File: config.mk
export PLATFORM = sky130hd
export DESIGN_NAME = ram_bank_param
export DESIGN_NICKNAME = d
export VERILOG_FILES = /design/src/rtl/ram_bank_param.sv
export SDC_FILE = /design/constraint.sdc
export NUM_CORES = 1
export LEC_CHECK = 0
export CORE_UTILIZATION = 27
export CTS_BUF_LIST = sky130_fd_sc_hd__clkbuf_2 sky130_fd_sc_hd__clkbuf_4 sky130_fd_sc_hd__clkbuf_8
export CTS_CLUSTER_SIZE = 12
export DETAILED_ROUTE_END_ITERATION = 10
export HOLD_SLACK_MARGIN = 0.06
export PLACE_DENSITY = 0.53
export SYNTH_ARGS = -nofsm -noshare
export SYNTH_HDL_FRONTEND = slang
export SYNTH_SLANG_ARGS = --single-unit
File: constraint.sdc
create_clock -name clk -period 7.15 [get_ports clk]
set_input_delay 1.43 -clock clk [delete_from_list [all_inputs] [get_ports clk]]
set_output_delay 1.43 -clock clk [all_outputs]
set_load 0.02 [all_outputs]
File: src/rtl/ram_bank_param.sv
`default_nettype none
// ============================================================================
// Module   : ram_bank_param
// Purpose  : Parametrised single-port register-file RAM with registered,
//            valid-qualified reads and a one-word-per-cycle clear sequencer.
// Revision : 1.0  initial release
// ============================================================================
module ram_bank_param #(
    parameter int WIDTH  = 16,
    parameter int DEPTH  = 8,
    parameter int ADDR_W = $clog2(DEPTH)
) (
    input  logic              clk,
    input  logic              reset,
    input  logic              en,
    input  logic              rw,
    input  logic [ADDR_W-1:0] address,
    input  logic [WIDTH-1:0]  in,
    output logic [WIDTH-1:0]  out,
    output logic              out_valid,
    input  logic              clr,
    output logic              busy
);
    localparam logic [ADDR_W:0]   c_depth = (ADDR_W+1)'(DEPTH);
    localparam logic [ADDR_W-1:0] c_last  = ADDR_W'(DEPTH - 1);

    typedef enum logic [0:0] {
        ST_IDLE  = 1'b0,
        ST_CLEAR = 1'b1
    } state_t;

    state_t            r_state;
    state_t            w_state_nxt;
    logic [ADDR_W-1:0] r_cnt;
    logic [ADDR_W-1:0] w_cnt_nxt;
    logic [WIDTH-1:0]  r_mem [DEPTH];
    logic [WIDTH-1:0]  r_out;
    logic              r_out_valid;

    logic              w_in_range;
    logic              w_wr_en;
    logic [ADDR_W-1:0] w_wr_addr;
    logic [WIDTH-1:0]  w_wr_data;
    logic              w_rd_en;

    // Non-power-of-two depths leave a hole at the top of the address space.
    assign w_in_range = ({1'b0, address} < c_depth);

    always_ff @(posedge clk or posedge reset) begin
        if (reset) begin
            r_state <= ST_IDLE;
            r_cnt   <= '0;
        end else begin
            r_state <= w_state_nxt;
            r_cnt   <= w_cnt_nxt;
        end
    end

    always_comb begin
        w_state_nxt = r_state;
        w_cnt_nxt   = r_cnt;
        w_wr_en     = 1'b0;
        w_wr_addr   = address;
        w_wr_data   = in;
        w_rd_en     = 1'b0;
        case (r_state)
            ST_IDLE: begin
                if (clr) begin
                    w_state_nxt = ST_CLEAR;
                    w_cnt_nxt   = '0;
                end else if (en) begin
                    if (rw) begin
                        w_wr_en = w_in_range;
                    end else begin
                        w_rd_en = 1'b1;
                    end
                end
            end
            ST_CLEAR: begin
                // The clear reuses the write port; user requests are ignored.
                w_wr_en   = 1'b1;
                w_wr_addr = r_cnt;
                w_wr_data = '0;
                if (r_cnt == c_last) begin
                    w_state_nxt = ST_IDLE;
                    w_cnt_nxt   = '0;
                end else begin
                    w_cnt_nxt = r_cnt + ADDR_W'(1);
                end
            end
            default: begin
                w_state_nxt = ST_IDLE;
                w_cnt_nxt   = '0;
            end
        endcase
    end

    always_ff @(posedge clk or posedge reset) begin
        if (reset) begin
            for (int i = 0; i < DEPTH; i++) begin
                r_mem[i] <= '0;
            end
        end else if (w_wr_en) begin
            r_mem[w_wr_addr] <= w_wr_data;
        end
    end

    always_ff @(posedge clk or posedge reset) begin
        if (reset) begin
            r_out       <= '0;
            r_out_valid <= 1'b0;
        end else begin
            r_out_valid <= w_rd_en;
            if (w_rd_en) begin
                r_out <= w_in_range ? r_mem[address] : '0;
            end
        end
    end

    assign out       = r_out;
    assign out_valid = r_out_valid;
    assign busy      = (r_state == ST_CLEAR);

endmodule
`default_nettype wire
==> flow_summary_export.csv, run 1 <==
group,metric,value,unit
status,run_status,"complete, no violations",
clock_tree,htreeDepth,4,
placed_design,detailedPlacementHpwl,9.49,mm
synth,synth.distinct_cells,32,
clock_tree,clock_sinks,149,
sta,setup_repair_after_global_routing_missed_its_margin,"no",
routing,vias_per_cell,4.63,
synth,synth_seq_cells,149,
sta,timing.final.setup_violations,0,
layout,multi_input_area,3030,µm²
critical_path,reg2regPathDepth,5,
critical_path,worst_path_most_repeated_cell,"sky130_fd_sc_hd__nor2_2",
synth,synthesis.area,7010,µm²
layout,num-fill-cells,2513,
grt,grt_antenna_before_repair,0,
critical_path,start_kind,"input pin",
die,row_count,58,
critical_path,path_cells,"clkdlybuf4s50_1 > nor2_2 > a22oi_1 > nor2_2 > mux2_2",
synth,synth-edff-count,0,
critical_path,timing.rr.end,"r_mem[63]",
critical_path,worstPathBufferInverterCount,1,
sta,fmax,262,MHz
layout,drive_gt1_frac,0.297,
die,die_outline_area,26600,µm²
grt,grt-busiest-layer,"met2",
die,die_height,163,µm
clock_tree,tritoncts_clock_tree,"built",
sta,slew_headroom,0.210,
grt,global_route.usage.total,0.123,
placed_design,io_buffer_count,41,
routing,route.detailed.drc,0,
die,core_area,25300,µm²
routing,first_iter_violations,189,
clock_tree,cts-root-buf,"sky130_fd_sc_hd__clkbuf_8",
critical_path,crit_fanout,17,
sta,hold_ws,484,ps
critical_path,crit_path_end,"r_mem[104]",
sta,setup_total_negative_slack,0,ps
critical_path,r2r_start,"busy",
sta,finClkSkew,9.70,ps
sta,final.min_clock_period,3820,ps
synth,async_flop_share,1.00,
power_and_ir_drop,vdd_drop_max,0.104,mV
critical_path,cell_family_with_most_cp_delay,"simple AND/OR/NAND/NOR gates",
sta,timing.final.crit_share,0.534,
critical_path,timing.setup.critical_path_class,"input pin to register",
synth,mappedNetlistNets,534,
layout,ff_latch_area,3730,µm²
layout,num_antenna_cells,0,
critical_path,cp_slowest_stage_delay,830,ps
grt,global_route.usage.met3,0.0264,
sta,finalHoldViolations,0,
synth,synth.avg_cell_area,13.8,µm²
synth,syn-instance-count,508,
routing,first_pass_iters,4,
clock_tree,cts_repair_resizes,0,
clock_tree,postCtsHoldBufs,0,
clock_tree,clockBufferDepth,2,
synth,yosysSeqAreaShare,0.532,
grt,grt_pass1_wl,24.9,mm
power_and_ir_drop,total_power_per_unit_cell_area,383,nW/µm²
sta,slew_violations,0,
worst_hold_path,hold_path_class,"register to register",
grt,globalRouteMet1Util,0.150,
die,start_util,0.277,
routing,dr_total_vias,4096,
power_and_ir_drop,design_power_total,3090,µW
placed_design,last_weighted_congestion_value_of_the_routability_driven_placer,0.719,
clock_tree,clk_latency,440,ps
die,number_of_placed_i_o_pins,42,
synth,ys.warnings.count,0,
critical_path,crit_required,7470,ps
synth,synth_top_flop_cell,"sky130_fd_sc_hd__dfrtp_1",
routing,average_detailed_routed_wire_length_per_instance,17.2,µm
routing,final_antenna_net_count,0,
critical_path,timing.critical_path.arrival,4140,ps
clock_tree,post_cts.repair.setup_buffers,0,
critical_path,worstSetupEndpointType,"register",
sta,worst_pin_slew,1190,ps
grt,first_global_vias,4427,
layout,area_growth,15.1,%
critical_path,rrSetupSlack,4250,ps
critical_path,cp.depth,5,
layout,final_design_area_no_fill,8070,µm²
die,die_width,163,µm
clock_tree,clkSlewWorstSetupHoldPaths,80,ps
critical_path,timing.critical_path.from,"address[1]",
placed_design,place_area,7660,µm²
grt,grt_start_max_net_pins,105,
run,cap_violations,0,
power_and_ir_drop,leakage_component_of_the_power,0.00394,µW
critical_path,cp_slowest_cell,"sky130_fd_sc_hd__nor2_2",
grt,gr-total-overflow,0,
grt,gr_util_met2,0.215,
clock_tree,cts_inserted_buffers,17,
layout,finalNetCount,569,
routing,route.final.wire_length,15.2,mm
-- layer usage --
layer	up-vias	part of all wire
li1	1890	-
met1	2130	0.45
met4	0	0.016
met2	58	0.51
met5	-	0
met3	18	0.030
-- power by group --
part | internal [µW] | switching, µW
sequential | 1150 | 174
clock | 372 | 301
combinational | 561 | 528
-- tightest hold or removal path, cell delays in order, from the launching register on --
cell	delay, ps
sky130_fd_sc_hd__dfrtp_1	350
sky130_fd_sc_hd__nand2_1	40
sky130_fd_sc_hd__o21ai_0	60
-- Yosys cell counts (2+ instances only) --
cell,count,share of area
sky130_fd_sc_hd__a21o_1,3,0.0032
sky130_fd_sc_hd__mux2_1,13,0.021
sky130_fd_sc_hd__buf_6,11,0.018
sky130_fd_sc_hd__mux2_4,31,0.066
sky130_fd_sc_hd__buf_2,8,0.0057
sky130_fd_sc_hd__dfrtp_1,149,0.53
sky130_fd_sc_hd__mux2_2,84,0.14
sky130_fd_sc_hd__ha_1,2,0.0036
sky130_fd_sc_hd__mux2i_1,64,0.091
sky130_fd_sc_hd__a22oi_1,33,0.035
sky130_fd_sc_hd__clkbuf_1,9,0.0048
sky130_fd_sc_hd__inv_1,4,0.0021
sky130_fd_sc_hd__nor2b_1,18,0.016
sky130_fd_sc_hd__nand2_1,39,0.021
sky130_fd_sc_hd__o21ai_0,17,0.012
sky130_fd_sc_hd__buf_4,4,0.0043
sky130_fd_sc_hd__nor2_2,3,0.0027
sky130_fd_sc_hd__nand4b_4,2,0.0068
-- cells by family after synthesis --
family	share of synthesized area
compound gates	0.0602
flops	0.532
mux	0.314
fa+ha+maj	0.00357
buf+inv	0.0346
simple gates	0.0555
-- registers in the layout (all words and copies together), names as in the netlist --
signal / count
busy: 1
out: 16
out_valid: 1
r_cnt: 3
r_mem: 128
-- how the worst min path moves through the flow --
stage | from | to | slack, ps | cells after the start
after floorplan | r_mem[33] | r_mem[33] | 460 | 1
after global placement | r_mem[36] | r_mem[36] | 470 | 1
after detailed placement | out[6] | out[6] | 470 | 2
after CTS | out[6] | out[6] | 490 | 2
after global routing | out[6] | out[6] | 510 | 2
final | out[4] | out[4] | 480 | 2
-- final cells by class --
cell class,instances,share of cell area
Inverter,4,0.00248
Tap cell,330,0.0512
Clock inverter,9,0.0157
Multi-Input combinational cell,323,0.376
Clock buffer,22,0.0352
Sequential cell,149,0.462
Timing Repair Buffer,48,0.0571
-- metrics by stage --
step                      cells  worst slack [ps]  utilization
after CTS                   885              3280        0.318
after floorplan             508              1710            -
after detailed placement    854              2810        0.302
after global placement      854              2880        0.302
final                       885              3330        0.318
after global routing        885              3140        0.318
-- placed cells by master, fill, tap and decap left out, drive strengths merged --
master | synthesis | routed
clkinvlp | 0 | 1
nand3 | 1 | 1
nand2 | 39 | 39
nor2b | 18 | 18
a22oi | 34 | 34
a2bb2oi | 2 | 2
clkdlybuf4s50 | 0 | 40
inv | 4 | 5
o31ai | 1 | 1
a21o | 3 | 3
bufinv | 0 | 3
nand3b | 1 | 1
buf | 23 | 8
o21ai | 17 | 17
mux2i | 64 | 64
ha | 2 | 2
a22o | 1 | 1
clkbuf | 9 | 22
and2b | 1 | 1
clkinv | 0 | 4
nand2b | 1 | 1
and2 | 1 | 1
dfrtp | 149 | 149
nand4b | 2 | 2
a21oi | 2 | 2
mux2 | 128 | 128
nor2 | 5 | 5
Power figures use the tool's default switching activity.
==> run 2: changes to the inputs <==
==> constraint.sdc (replaced) <==
create_clock -name clk -period 3.8 [get_ports clk]
set_input_delay 0.76 -clock clk [delete_from_list [all_inputs] [get_ports clk]]
set_output_delay 0.76 -clock clk [all_outputs]
set_load 0.02 [all_outputs]
==> flow_summary_export.csv, run 2 (synthesized netlist as in run 1, its figures left out) <==
group,metric,value,unit
clock_tree,cts_inserted_buffers,17,
layout,area_growth,16.8,%
power_and_ir_drop,p_int,3940,µW
placed_design,io_buffer_count,41,
layout,num_antenna_cells,0,
routing,route.final.wire_length,15.5,mm
power_and_ir_drop,leakage_component_of_the_power,0.00400,µW
worst_hold_path,hold_path_class,"register to register",
die,number_of_placed_i_o_pins,42,
grt,grt_start_max_net_pins,48,
layout,largest_register_ffs,128,
run,cap_violations,0,
clock_tree,cts_repair_resizes,0,
critical_path,cp_slowest_stage_delay,900,ps
layout,layout_commonest_cell,"sky130_fd_sc_hd__dfrtp_1",
routing,final_antenna_net_count,0,
clock_tree,clock_sinks,149,
critical_path,worstSetupEndpointType,"output pin",
grt,gr-total-overflow,0,
clock_tree,clk_latency,450,ps
routing,first_iter_violations,203,
layout,final_design_area_no_fill,8180,µm²
grt,global_route.usage.total,0.127,
power_and_ir_drop,vdd_drop_max,0.271,mV
die,die_height,163,µm
sta,setup_total_negative_slack,0,ps
critical_path,start_kind,"register",
clock_tree,post_cts.repair.setup_buffers,0,
layout,drive_gt1_frac,0.316,
grt,first_global_vias,4735,
sta,setup_repair_after_global_routing_missed_its_margin,"no",
placed_design,place_area,7770,µm²
die,die_outline_area,26600,µm²
clock_tree,postCtsHoldBufs,0,
sta,finalHoldViolations,0,
die,die_width,163,µm
placed_design,detailedPlacementHpwl,10.3,mm
sta,fmax,322,MHz
layout,top_register_by_number_of_flip_flops,"r_mem",
sta,timing.final.crit_share,0.816,
sta,final.min_clock_period,3100,ps
clock_tree,tritoncts_clock_tree,"built",
routing,first_pass_iters,4,
critical_path,crit_fanout,19,
routing,dr_total_vias,4161,
sta,slew_headroom,0.314,
routing,average_detailed_routed_wire_length_per_instance,17.3,µm
placed_design,last_weighted_congestion_value_of_the_routability_driven_placer,0.690,
clock_tree,htreeDepth,4,
power_and_ir_drop,share_clk_of_total_power,0.213,
routing,vias_per_cell,4.62,
sta,finClkSkew,15.6,ps
grt,grt_pass1_wl,25.6,mm
power_and_ir_drop,p_switching,1960,µW
critical_path,crit_required,3040,ps
sta,slew_violations,0,
die,row_count,58,
critical_path,timing.critical_path.arrival,2340,ps
power_and_ir_drop,total_power_per_unit_cell_area,722,nW/µm²
sta,worst_pin_slew,1030,ps
grt,grt_antenna_before_repair,0,
die,core_area,25300,µm²
critical_path,timing.setup.critical_path_class,"register to output pin",
clock_tree,cts-root-buf,"sky130_fd_sc_hd__clkbuf_8",
layout,final_cell_mix,"149 x sky130_fd_sc_hd__dfrtp_1, 84 x sky130_fd_sc_hd__mux2_2, 64 x sky130_fd_sc_hd__mux2i_1, 40 x sky130_fd_sc_hd__clkdlybuf4s50_1, 39 x sky130_fd_sc_hd__nand2_1",
power_and_ir_drop,power.combinational.fraction,0.361,
power_and_ir_drop,design_power_total,5900,µW
die,start_util,0.277,
critical_path,path_cells,"buf_4 > clkdlybuf4s50_1",
routing,route.detailed.drc,0,
clock_tree,clkSlewWorstSetupHoldPaths,90,ps
layout,finalNetCount,583,
sta,hold_ws,479,ps
critical_path,cp_slowest_cell,"sky130_fd_sc_hd__dfrtp_1",
clock_tree,clockBufferDepth,2,
status,run_status,"complete, no violations",
power_and_ir_drop,p_sw_frac,0.332,
power_and_ir_drop,share_seq_of_total_power,0.426,
sta,timing.final.setup_violations,0,
run 2: cell types whose count changed in the layout (fill, tap and decap cells not counted), sizes merged:
cell and change:
buf +14, clkinvlp +3, inv -2, clkinv +4, clkbuf -4
run 2: cell type report:
type	instances	area, µm²
multi-input combinational	323	3030
inverter	4	18.8
clock buffer	18	248
sequential	149	3730
timing repair buffer	62	578
clock inverter	14	160
fill	2471	17100
tap	330	413
run 2: worst max-delay path: cells and delay by family (launching register included):
| family | cells | cell delay (ps) |
|---|---|---|
| DFF | 1 | 900 |
| buffers and inverters | 2 | 1000 |
run 2: metrics by stage:
stage,instances,setup slack [ps],utilization
floorplan,508,1170,-
global placement,868,846,0.307
detailed placement,868,757,0.307
CTS,900,623,0.323
global route,900,563,0.323
finish,900,699,0.323
run 2: path summary, 6_finish.rpt:
path | from | to | slack (ps) | depth (start not counted)
worst max register to register | busy | r_mem[11] | 1080 | 4
max in group asynchronous | reset | out[3] | 2090 | 4
min in group asynchronous | reset | out[10] | 700 | 2
worst min-delay path | out[6] | out[6] | 480 | 2
worst min register to register | out[6] | out[6] | 480 | 2
worst max-delay path | busy | busy | 700 | 2
run 2: layer usage:
metal | up-vias | GRT usage | wire length (µm) | part of all wire
li1 | 1919 | - | - | -
met1 | 2134 | 0.156 | 6920 | 0.45
met2 | 76 | 0.213 | 7700 | 0.50
met3 | 32 | 0.0277 | 509 | 0.033
met4 | 0 | 0.0565 | 406 | 0.026
met5 | - | 0 | 0 | 0
run 2: power by group through the flow:
stage | logic (µW) | clock network, µW | registers [µW]
4_1_cts | 2160 | 1300 | 2520
5_1_grt | 2320 | 1360 | 2590
2_1_floorplan | 1570 | 0 | 2510
6_report | 2130 | 1260 | 2520
3_5_place_dp | 2160 | 0 | 2540
3_3_place_gp | 2090 | 0 | 2500
==> run 3: changes to the inputs <==
==> constraint.sdc (replaced) <==
create_clock -name clk -period 2.9 [get_ports clk]
set_input_delay 0.58 -clock clk [delete_from_list [all_inputs] [get_ports clk]]
set_output_delay 0.58 -clock clk [all_outputs]
set_load 0.02 [all_outputs]
==> flow_summary_export.csv, run 3 (synthesized netlist as in run 1, its figures left out) <==
group,metric,value,unit
status,run_status,"complete, no violations",
clock_tree,cts-root-buf,"sky130_fd_sc_hd__clkbuf_8",
critical_path,crit_required,2320,ps
placed_design,io_buffer_count,41,
routing,first_pass_iters,4,
placed_design,place_area,7780,µm²
die,die_width,163,µm
clock_tree,cts_inserted_buffers,17,
grt,global_route.usage.total,0.123,
routing,vias_per_cell,4.53,
clock_tree,clock_sinks,149,
layout,num_antenna_cells,0,
clock_tree,cts_repair_resizes,0,
worst_hold_path,hold_path_class,"input pin to asynchronous set/reset pin",
power_and_ir_drop,vdd_drop_max,0.336,mV
grt,gr-total-overflow,0,
power_and_ir_drop,p_switching,2490,µW
power_and_ir_drop,share_seq_of_total_power,0.423,
routing,dr_total_vias,4068,
power_and_ir_drop,p_int,5260,µW
clock_tree,clockBufferDepth,2,
critical_path,rrSetupSlack,510,ps
routing,route.detailed.drc,0,
layout,finalNetCount,583,
run,cap_violations,0,
critical_path,timing.setup.critical_path_class,"register to output pin",
sta,finalHoldViolations,0,
grt,grt_start_max_net_pins,65,
grt,grt_pass1_wl,24.8,mm
layout,largest_register_ffs,128,
routing,average_detailed_routed_wire_length_per_instance,16.7,µm
power_and_ir_drop,power.combinational.fraction,0.357,
die,die_height,163,µm
layout,layout_commonest_cell,"sky130_fd_sc_hd__dfrtp_1",
clock_tree,htreeDepth,4,
layout,area_growth,17.3,%
layout,drive_gt1_frac,0.315,
placed_design,detailedPlacementHpwl,9.80,mm
power_and_ir_drop,share_clk_of_total_power,0.221,
sta,worst_pin_slew,1160,ps
placed_design,last_weighted_congestion_value_of_the_routability_driven_placer,0.716,
layout,layout.core_utilization,0.324,
layout,top_register_by_number_of_flip_flops,"r_mem",
sta,finClkSkew,10.7,ps
sta,finalWorstSetupSlack,262,ps
grt,grt_antenna_before_repair,0,
sta,slew_violations,0,
critical_path,crit_fanout,15,
layout,final_design_area_no_fill,8220,µm²
die,start_util,0.277,
critical_path,start_kind,"register",
die,core_area,25300,µm²
die,number_of_placed_i_o_pins,42,
placed_design,placement.setup.worst_slack,90.8,ps
power_and_ir_drop,leakage_component_of_the_power,0.00402,µW
clock_tree,clkSlewWorstSetupHoldPaths,80,ps
routing,first_iter_violations,298,
clock_tree,tritoncts_clock_tree,"built",
die,die_outline_area,26600,µm²
grt,first_global_vias,4489,
routing,route.final.wire_length,15.0,mm
clock_tree,clk_latency,440,ps
power_and_ir_drop,p_sw_frac,0.321,
critical_path,worstSetupEndpointType,"output pin",
layout,num-fill-cells,2458,
sta,final.min_clock_period,2640,ps
sta,timing.final.setup_violations,0,
sta,slew_headroom,0.230,
critical_path,timing.critical_path.arrival,2060,ps
clock_tree,post_cts.repair.setup_buffers,0,
die,row_count,58,
layout,final_cell_mix,"149 x sky130_fd_sc_hd__dfrtp_1, 84 x sky130_fd_sc_hd__mux2_2, 64 x sky130_fd_sc_hd__mux2i_1, 40 x sky130_fd_sc_hd__clkdlybuf4s50_1, 39 x sky130_fd_sc_hd__nand2_1",
sta,setup_repair_after_global_routing_missed_its_margin,"no",
sta,fmax,379,MHz
power_and_ir_drop,total_power_per_unit_cell_area,943,nW/µm²
routing,final_antenna_net_count,0,
sta,timing.final.crit_share,0.910,
sta,setup_total_negative_slack,0,ps
clock_tree,postCtsHoldBufs,0,
## run 3: final timing paths
path                            startpoint         end  cells past startpoint
worst max-delay path                  busy        busy                      2
worst min-delay path                 reset  r_mem[105]                      2
worst max register to register        busy   r_mem[28]                      4
worst min register to register      out[4]      out[4]                      2
max in group asynchronous            reset   r_mem[53]                      3
min in group clk                    out[4]      out[4]                      2
## run 3: power groups by stage
| stage | Clock, µW | Combinational (µW) | Sequential (µW) |
|---|---|---|---|
| 5_1_grt | 1860 | 3020 | 3380 |
| 3_3_place_gp | 0 | 2750 | 3260 |
| 6_report | 1710 | 2760 | 3280 |
| 3_5_place_dp | 0 | 2810 | 3310 |
| 4_1_cts | 1770 | 2820 | 3270 |
| 2_1_floorplan | 0 | 2060 | 3280 |
## run 3: cell type report
cell class	instances	area [µm²]	area share
flip-flops and latches	149	3730	0.454
clock inverters	8	121	0.0148
multi-input cells	323	3030	0.369
well taps	330	413	0.0503
clock buffers	23	310	0.0378
inverters	4	18.8	0.00228
repair buffers	62	591	0.0719
## run 3: stage by stage
stage,total power [µW],cells,hold WS (ps)
5_1_grt,8260,899,437
2_1_floorplan,5340,508,458
4_1_cts,7860,899,425
3_3_place_gp,6010,868,466
6_report,7750,899,443
3_5_place_dp,6130,868,470
## run 3: layer usage
layer  track usage  share of wire  up-vias
met5             0              0        -
met4        0.0412          0.012        0
met3        0.0300          0.026       13
met2         0.209           0.50       40
met1         0.153           0.46     2103
li1              -              -     1912
## run 3: critical path: stages (launching register included)
cell and delay [ps]:
sky130_fd_sc_hd__dfrtp_1 700, sky130_fd_sc_hd__buf_4 290, sky130_fd_sc_hd__clkdlybuf4s50_1 620
